File: src/rtl/audio_sample_player.sv
`default_nettype none
// ============================================================================
// Module      : audio_sample_player
// Description : Receiving end of the game-event audio interface. A one-cycle
//               TRIGGER selects a sample; its start address and length are
//               read from a descriptor table in the shared sample ROM. The
//               8-bit unsigned sample bytes are then streamed at a fixed rate
//               of one byte every CLK_DIV clocks. The current byte drives a
//               1-bit PWM speaker output.
//
// Ports       : CLK           system clock
//               RESET         synchronous, active-high reset
//               SAMPLE_SELECT sample index, used only while TRIGGER is high
//               TRIGGER       one-cycle start pulse (also restarts playback)
//               ROM_ADDR      registered sample ROM address
//               ROM_DATA      ROM read data, one cycle after ROM_ADDR
//               SAMPLE_OUT    current unsigned sample, 0x80 = silence
//               AUDIO_PWM     PWM speaker drive, duty = SAMPLE_OUT/256
//               BUSY          high while fetching a descriptor or playing
//
// Revision    : 1.0  initial release
// ============================================================================
module audio_sample_player #(
    parameter int SAMPLE_BITS = 4,
    parameter int ADDR_BITS   = 16,
    parameter int DESC_BASE   = 0,
    parameter int CLK_DIV     = 3125
) (
    input  logic                   CLK,
    input  logic                   RESET,
    input  logic [SAMPLE_BITS-1:0] SAMPLE_SELECT,
    input  logic                   TRIGGER,
    output logic [ADDR_BITS-1:0]   ROM_ADDR,
    input  logic [7:0]             ROM_DATA,
    output logic [7:0]             SAMPLE_OUT,
    output logic                   AUDIO_PWM,
    output logic                   BUSY
);

    // ------------------------------------------------------------------------
    // Constants
    // ------------------------------------------------------------------------
    localparam int          c_rate_w  = (CLK_DIV > 1) ? $clog2(CLK_DIV) : 1;
    localparam logic [7:0]  c_silence = 8'h80;

    // ------------------------------------------------------------------------
    // State encoding
    // ------------------------------------------------------------------------
    typedef enum logic [1:0] {
        ST_IDLE  = 2'd0,
        ST_FETCH = 2'd1,
        ST_PLAY  = 2'd2
    } state_t;

    state_t                r_state;

    // Descriptor fetch: r_fetch_cnt counts the cycles spent in FETCH. The
    // address for byte n is on ROM_ADDR in cycle n, its data arrives on
    // ROM_DATA in cycle n+1, so captures lag the address sequence by one.
    logic [2:0]            r_fetch_cnt;
    logic [7:0]            r_start_hi;
    logic [7:0]            r_start_lo;
    logic [7:0]            r_len_hi;

    // Playback
    logic [15:0]           r_remaining;
    logic [c_rate_w-1:0]   r_rate;

    // PWM
    logic [7:0]            r_pwm_cnt;

    // ------------------------------------------------------------------------
    // Combinational helpers
    // ------------------------------------------------------------------------
    logic [ADDR_BITS-1:0]  w_desc_addr;
    logic [15:0]           w_start;
    logic [15:0]           w_length;
    logic                  w_tick;
    logic                  w_end_tick;

    // Descriptor index is scaled by 4 and wrapped to the ROM address width.
    assign w_desc_addr = ADDR_BITS'(DESC_BASE)
                       + (ADDR_BITS'(SAMPLE_SELECT) << 2);

    // The final length byte is used straight off ROM_DATA in the last fetch
    // cycle so that PLAY can begin without an extra capture cycle.
    assign w_start  = {r_start_hi, r_start_lo};
    assign w_length = {r_len_hi, ROM_DATA};

    assign w_tick     = (r_rate == c_rate_w'(CLK_DIV - 1));
    assign w_end_tick = (r_state == ST_PLAY) && w_tick && (r_remaining == 16'd0);

    // ------------------------------------------------------------------------
    // PWM generator: free-running 8-bit counter compared against the sample.
    // Independent of the playback FSM so the tone never glitches on retrigger.
    // ------------------------------------------------------------------------
    always_ff @(posedge CLK) begin
        if (RESET) begin
            r_pwm_cnt <= 8'd0;
            AUDIO_PWM <= 1'b0;
        end else begin
            r_pwm_cnt <= r_pwm_cnt + 8'd1;
            AUDIO_PWM <= (r_pwm_cnt < SAMPLE_OUT);
        end
    end

    // ------------------------------------------------------------------------
    // Control FSM: IDLE -> FETCH -> PLAY -> IDLE
    // ------------------------------------------------------------------------
    always_ff @(posedge CLK) begin
        if (RESET) begin
            r_state     <= ST_IDLE;
            r_fetch_cnt <= 3'd0;
            r_start_hi  <= 8'd0;
            r_start_lo  <= 8'd0;
            r_len_hi    <= 8'd0;
            r_remaining <= 16'd0;
            r_rate      <= '0;
            ROM_ADDR    <= '0;
            SAMPLE_OUT  <= c_silence;
            BUSY        <= 1'b0;
        end else if (TRIGGER) begin
            // A trigger in any state restarts the descriptor fetch. The sample
            // output keeps its value until the new sample's first tick, except
            // when this cycle is also the old sample's end tick: that tick
            // still returns the output to silence.
            r_state     <= ST_FETCH;
            r_fetch_cnt <= 3'd0;
            ROM_ADDR    <= w_desc_addr;
            BUSY        <= 1'b1;
            if (w_end_tick) begin
                SAMPLE_OUT <= c_silence;
            end
        end else begin
            case (r_state)
                ST_IDLE: begin
                    BUSY <= 1'b0;
                end

                ST_FETCH: begin
                    r_fetch_cnt <= r_fetch_cnt + 3'd1;

                    // Walk the four descriptor bytes.
                    if (r_fetch_cnt < 3'd3) begin
                        ROM_ADDR <= ROM_ADDR + ADDR_BITS'(1);
                    end

                    case (r_fetch_cnt)
                        3'd1: r_start_hi <= ROM_DATA;
                        3'd2: r_start_lo <= ROM_DATA;
                        3'd3: r_len_hi   <= ROM_DATA;
                        3'd4: begin
                            if (w_length == 16'd0) begin
                                // Empty sample: nothing to play, leave the
                                // address where the fetch left it.
                                r_state <= ST_IDLE;
                                BUSY    <= 1'b0;
                            end else begin
                                // Point at the first byte now; with
                                // CLK_DIV >= 4 its data is on ROM_DATA well
                                // before the first tick.
                                r_state     <= ST_PLAY;
                                ROM_ADDR    <= ADDR_BITS'(w_start);
                                r_remaining <= w_length;
                                r_rate      <= '0;
                            end
                        end
                        default: ;
                    endcase
                end

                ST_PLAY: begin
                    if (w_tick) begin
                        r_rate <= '0;
                        if (r_remaining != 16'd0) begin
                            // ROM_DATA holds the prefetched byte at the
                            // current pointer; advance to prefetch the next.
                            SAMPLE_OUT  <= ROM_DATA;
                            ROM_ADDR    <= ROM_ADDR + ADDR_BITS'(1);
                            r_remaining <= r_remaining - 16'd1;
                        end else begin
                            // Last byte has been held a full period.
                            SAMPLE_OUT <= c_silence;
                            r_state    <= ST_IDLE;
                            BUSY       <= 1'b0;
                        end
                    end else begin
                        r_rate <= r_rate + c_rate_w'(1);
                    end
                end

                default: begin
                    r_state <= ST_IDLE;
                    BUSY    <= 1'b0;
                end
            endcase
        end
    end

endmodule
`default_nettype wire

File: config.mk
export PLATFORM = sky130hd
export DESIGN_NAME = audio_sample_player
export DESIGN_NICKNAME = d
export VERILOG_FILES = /design/src/rtl/audio_sample_player.sv
export SDC_FILE = /design/constraint.sdc
export NUM_CORES = 1
export LEC_CHECK = 0
export ABC_AREA = 0
export BUFFER_PORTS_ARGS = -buffer_cell sky130_fd_sc_hd__buf_2
export CORE_MARGIN = 5
export CORE_UTILIZATION = 40
export CTS_CLUSTER_SIZE = 30
export DETAILED_ROUTE_END_ITERATION = 7
export HOLD_SLACK_MARGIN = 0.08
export PLACE_DENSITY = 0.58
export SETUP_SLACK_MARGIN = 0.1
export SLEW_MARGIN = 20
export SYNTH_ARGS = -nofsm -noshare
export SYNTH_HDL_FRONTEND = slang
export SYNTH_SLANG_ARGS = --single-unit
export TNS_END_PERCENT = 100
File: constraint.sdc
create_clock -name CLK -period 3.8 [get_ports CLK]
set_clock_uncertainty 0.1 [all_clocks]
set_input_delay 0.19 -clock CLK [delete_from_list [all_inputs] [get_ports CLK]]
set_output_delay 0.19 -clock CLK [all_outputs]
set_load 0.05 [all_outputs]
# Yosys cells after proc, flatten, opt, wreduce, memory -nomap -nowiden
# Cells that the tools add are included.
word_totals:
  ff_bits: 91
  input_bits: 15
  output_inout_bits: 26
  word_cells: 97
classes:
  n_addsub: 5
  n_lt_le_gt_ge: 2
  eq_ne: 19
  n_mux: 33
  bitwise: 2
  n_reduce_logical: 22
ops:
  columns: ["operator", "n"]
  rows:
  - ["two-way mux 16 bit", 9]
  - ["one-hot mux 16 bit (2 select lines)", 2]
  - ["two-way mux 8 bit", 5]
  - ["two-way mux 12 bit", 3]
  - ["zero test 16 bit", 2]
  - ["one-hot mux 12 bit (2 select lines)", 1]
  - ["AND reduction 3 bit", 6]
  - ["adder 16 x 1 -> 16 bit, second input constant", 1]
  - ["AND reduction 4 bit", 4]
  - ["nonzero test 16 bit", 1]
  - ["subtractor 16 x 1 -> 16 bit, second input constant", 1]
  - ["adder 12 x 1 -> 12 bit, second input constant", 1]
  - ["== test 12 bit, second input constant", 1]
  - ["inequality test 3 bit, second input constant", 4]
  - ["inequality test 2 bit, second input constant", 5]
  - ["adder 8 x 1 -> 8 bit, second input constant", 1]
  - ["less-than comparator 8 bit", 1]
  - ["two-way mux 2 bit", 4]
  - ["== test 3 x 2 -> 1 bit, second input constant", 2]
  - ["two-way mux 1 bit", 6]
  - ["two-way mux 6 bit", 1]
  - ["one-hot mux 2 bit (3 select lines)", 1]
  - ["AND reduction 6 bit", 1]
  - ["nonzero test 2 bit", 3]
  - ["other kinds (14)", 17]

# Depth between registers and ports, before layout
logic_depth:
  ltp_word: 6
  depth_mapped: 10
  depth_no_buf: 8

# Worst setup path before layout
# No wires, ideal clock.
synth_path:
  kind: "flip-flop to flip-flop"
  startpoint: "reg r_remaining[0]"
  endpoint: "reg r_remaining[8]"
  arrival_ns: 2.002
  required_time_ns: 3.568
  slack_ns: 1.566
  stages_incl_launch_ff: 9
  n_path_buf: 1
  path_cell_list: "dfxtp_1 > inv_1 > ha_1 > or3b_2 > or3_1 > clkbuf_1 > o31a_2 > o21ai_0 > a21oi_1"
synth_via:
  elab_chain_len: 4
  word_cells_on_any_way: 7
synth_lines:
  columns: ["item", "line", "text"]
  rows:
  - ["start: declaration", "66", "logic [15:0] r_remaining;"]
  - ["start signal: assignment", "164", "r_remaining <= w_length;"]
  - ["start signal: assignment", "180", "r_remaining <= r_remaining - 16'd1;"]
  - ["subtractor 16 x 1 -> 16 bit", "180", null]
  - ["two-way mux 16 bit", "175", "if (r_remaining != 16'd0) begin"]
  - ["two-way mux 16 bit", "173", "if (w_tick) begin"]
  - ["one-hot mux 16 bit (2 select lines)", "135", "case (r_state)"]
# Parallel ways exist; a longest one is shown, timed or not. The select of a mux whose other input is x is not followed.
# A chain may end at the register's enable or synchronous reset.

# Final worst setup path
layout_path:
  startpoint: "reg r_rate[0]"
  endpoint: "reg ROM_ADDR[15]"
layout_via:
  elab_chain_len: 3
layout_lines:
  columns: ["item", "line", "text"]
  rows:
  - ["start: declaration", "67", "logic [c_rate_w-1:0] r_rate;"]
  - ["start signal: assignment", "188", "r_rate <= r_rate + c_rate_w'(1);"]
  - ["== test 12 bit", "90", "assign w_tick = (r_rate == c_rate_w'(CLK_DIV - 1));"]
  - ["inequality test 2 bit (no source line)", null, null]
  - ["AND reduction 3 bit (no source line)", null, null]
  - ["end signal: assignment", "129", "ROM_ADDR <= w_desc_addr;"]
  - ["end signal: assignment", "145", "ROM_ADDR <= ROM_ADDR + ADDR_BITS'(1);"]
  - ["end signal: assignment", "163", "ROM_ADDR <= ADDR_BITS'(w_start);"]
  - ["end: declaration", "33", "output logic [ADDR_BITS-1:0] ROM_ADDR,"]
# Every way passes these cells.

==> impl_metrics.yaml <==
cts:
  cts_buffers: 9
  cts_num_sinks: 91
  cts_tree: "done"
  cts-root-buf: "clkbuf_16"
  clkLatencyLatePin_ps: 350
  path_clk_slew_ps: 70
  post_cts_resized: 0
  h-tree-depth: 3
  cts_buffer_depth: 2
synthesis:
  yosysSeqAreaShare_pct: 38.1
  async_reset_ff_share_pct: 0
  ys_types: 57
  ys_seq_elements: 91
  syn_area_per_cell_um2: 7.70
  synth_enable_flop_cells: 0
  ys.flop_type: "dfxtp_1"
  syn_nets: 653
  ys_warn_count: 0
  netlist_instances: 621
  synth_area_um2: 4780
routing:
  drc: 0
  vias_per_cell: 5.74
  vias: 4583
  first_pass_iters: 7
  ant_nets: 0
  routed_wl_mm: 13.4
  routedWlPerCell_um: 16.8
  drt_iter0_drc: 319
final_layout:
  nets: 679
  fin_area_um2: 5430
  area_growth_pct: 13.5
  diodes: 0
  drive_gt1_share_pct: 10.9
sta:
  slew-limit-headroom_pct: 41.6
  timing.final.ws_setup_ps: 1030
  max_freq_ghz: 0.362
  setup_viol_count_final: 0
  period_minus_slack_ps: 2770
  finalMaxSlewViolations: 0
  final_hold_viol_count: 0
  fin_setup_tns_ps: 0
  rsz0062_at_grt: "false"
  fin_crit_sh_pct: 72.8
  tightest_slew_ps: 871
floorplanning:
  die_h_um: 119
  die_width_um: 119
  num_rows: 40
  coreArea_um2: 11900
  pin_count: 41
  start_util_pct: 40.3
  fp.dieArea_um2: 14200
run_status:
  status: "finished clean"
power_and_ir_drop:
  total_power_mw: 2.06
  p_per_area_nw_per_um2: 379
  p_leak_nw: 1.96
  peakVddDrop_uv: 229
place:
  place_area_um2: 5060
  hpwl_mm: 9.43
  gp_congestion: 0.850
  port_buffers: 40
  dp_slack_ps: 1040
global_route:
  grt_pass1_vias: 4394
  grt_max_degree: 46
  grt_pass1_wl_mm: 22.3
  overflow: 0
  grtUsageTotal_pct: 19.2
  antenna_found_initial: 0
run:
  drv_cap: 0
setup_path:
  critPathRequiredTime_ps: 3970
  cp_cell_sequence: "inv_1 -> ha_1 -> nand4bb_1 -> nor4_1 -> a21o_1 -> o21ai_2 -> or4_1 -> a21oi_1"
  crit_buf_inv: 1
  worstSetupStartpointType: "register"
  cp_max_fo: 16
  slowest_stage: "a21o_1"
  worstSetupEndpointType: "register"
  path_class: "reg2reg"
  cp_slowest_stage_delay_ps: 540
  crit_arrival_ps: 2940
  crit_family: "simple AND/OR/NAND/NOR gates"
worst_hold_path:
  hp-class: "in2reg"
[synth_stat cells (6+ instances only)]
cell type / number / area, um^2
dfxtp_1: 91 / 1820
nand2_1: 87 / 327
a21oi_1: 66 / 330
nor2_1: 58 / 218
nand3_1: 42 / 210
o21ai_0: 34 / 170
clkbuf_1: 31 / 116
inv_1: 22 / 82.6
ha_1: 17 / 213
nor3_1: 12 / 60.1
xor2_1: 11 / 96.3
nor4_1: 10 / 62.6
or3_1: 9 / 56.3
a22oi_1: 8 / 60.1
a221oi_1: 6 / 52.6
and3_1: 6 / 37.5
nand2b_1: 6 / 37.5
nand4_1: 6 / 37.5
o32ai_1: 6 / 52.6
xnor2_1: 6 / 52.6
[through the flow]
stage	utilization, %	cells	hold slack, ps
after floorplan	-	621	199
after global placement	42.7	777	297
after detailed placement	42.7	777	301
after CTS	45.8	799	81.1
after global routing	45.8	799	94.9
final	45.8	799	86.7
[per-layer routing]
metal	share of wire, %	GRT usage [%]	up-vias
met3	5.1	3.13	30
li1	-	-	2281
met5	0	0	-
met2	44	29.6	143
met1	47	26.5	2129
met4	3.1	8.66	0
[cell usage in the layout (no fill, tap or decap), types with 5 or more instances in the layout]
| cell | Yosys | layout |
|---|---|---|
| nand2b_1 | 6 | 6 |
| a31oi_1 | 5 | 5 |
| a21o_1 | 5 | 5 |
| dfxtp_1 | 91 | 91 |
| ha_1 | 17 | 17 |
| inv_1 | 22 | 22 |
| a21oi_1 | 66 | 66 |
| a211oi_1 | 5 | 5 |
| and3_1 | 6 | 6 |
| buf_2 | 4 | 40 |
| xnor2_1 | 6 | 6 |
| or3_1 | 9 | 9 |
| nor2_1 | 58 | 58 |
| buf_4 | 1 | 7 |
| nand3_1 | 42 | 42 |
| nor3_1 | 12 | 11 |
| a22oi_1 | 8 | 8 |
| dlygate4sd3_1 | 0 | 6 |
| xor2_1 | 11 | 11 |
| o32ai_1 | 6 | 6 |
| nand2_1 | 87 | 87 |
| nor4_1 | 10 | 10 |
| nand4_1 | 6 | 6 |
| o31ai_1 | 5 | 5 |
| a221oi_1 | 6 | 6 |
| o21ai_0 | 34 | 34 |
| clkbuf_16 | 0 | 9 |
| a22o_1 | 5 | 5 |
[kinds of logic after synthesis]
kind of cell	share of synthesized area, %
simple gates	26.4
compound gates	22.3
flops	38.1
buf+inv	5.20
xor+xnor	3.11
fa+ha+maj	4.45
mux	0.418
[state kept, by name, summed over array words and instances, names as in the netlist]
signal,count
AUDIO_PWM,1
BUSY,1
ROM_ADDR,16
SAMPLE_OUT,8
r_fetch_cnt,3
r_len_hi,8
r_pwm_cnt,8
r_rate,12
r_remaining,16
r_start_hi,8
r_start_lo,8
r_state,2
[report_power, final]
part	internal (mW)	switching, mW
clock network	0.575	0.377
registers	0.964	0.0133
logic	0.0383	0.0901
total	1.58	0.480
[worst paths after layout]
check             slack, ps  cells past startpoint       endpoint     startpoint
setup / recovery       1030                      8   ROM_ADDR[15]      r_rate[0]
hold / removal           90                      3    r_len_hi[3]    ROM_DATA[3]
setup reg to reg       1030                      8   ROM_ADDR[15]      r_rate[0]
hold reg to reg         360                      2  r_start_hi[4]  r_start_hi[4]
[worst register-to-register path, stage by stage, from the launching register on]
cell       delay [ps]
dfxtp_1           360
inv_1             110
ha_1              150
nand4bb_1         110
nor4_1            490
a21o_1            540
o21ai_2           190
or4_1             530
a21oi_1           140
[final cells by class]
class | count | area [um^2]
Clock inverter | 5 | 77.6
Inverter | 22 | 82.6
Clock buffer | 11 | 233
Timing Repair Buffer | 53 | 313
Multi-Input combinational cell | 470 | 2720
Sequential cell | 91 | 1820
Fill cell | 1179 | 6430
Tap cell | 147 | 184
[what timing repair did]
| item | CTS | global route |
|---|---|---|
| hold buffers | 6 | 0 |
| endpoints found under the hold margin | 7 | 0 |
| setup endpoints to repair | 0 | 0 |
| buffers inserted | 0 | 0 |
No activity file was read; power rests on OpenSTA's default activity.
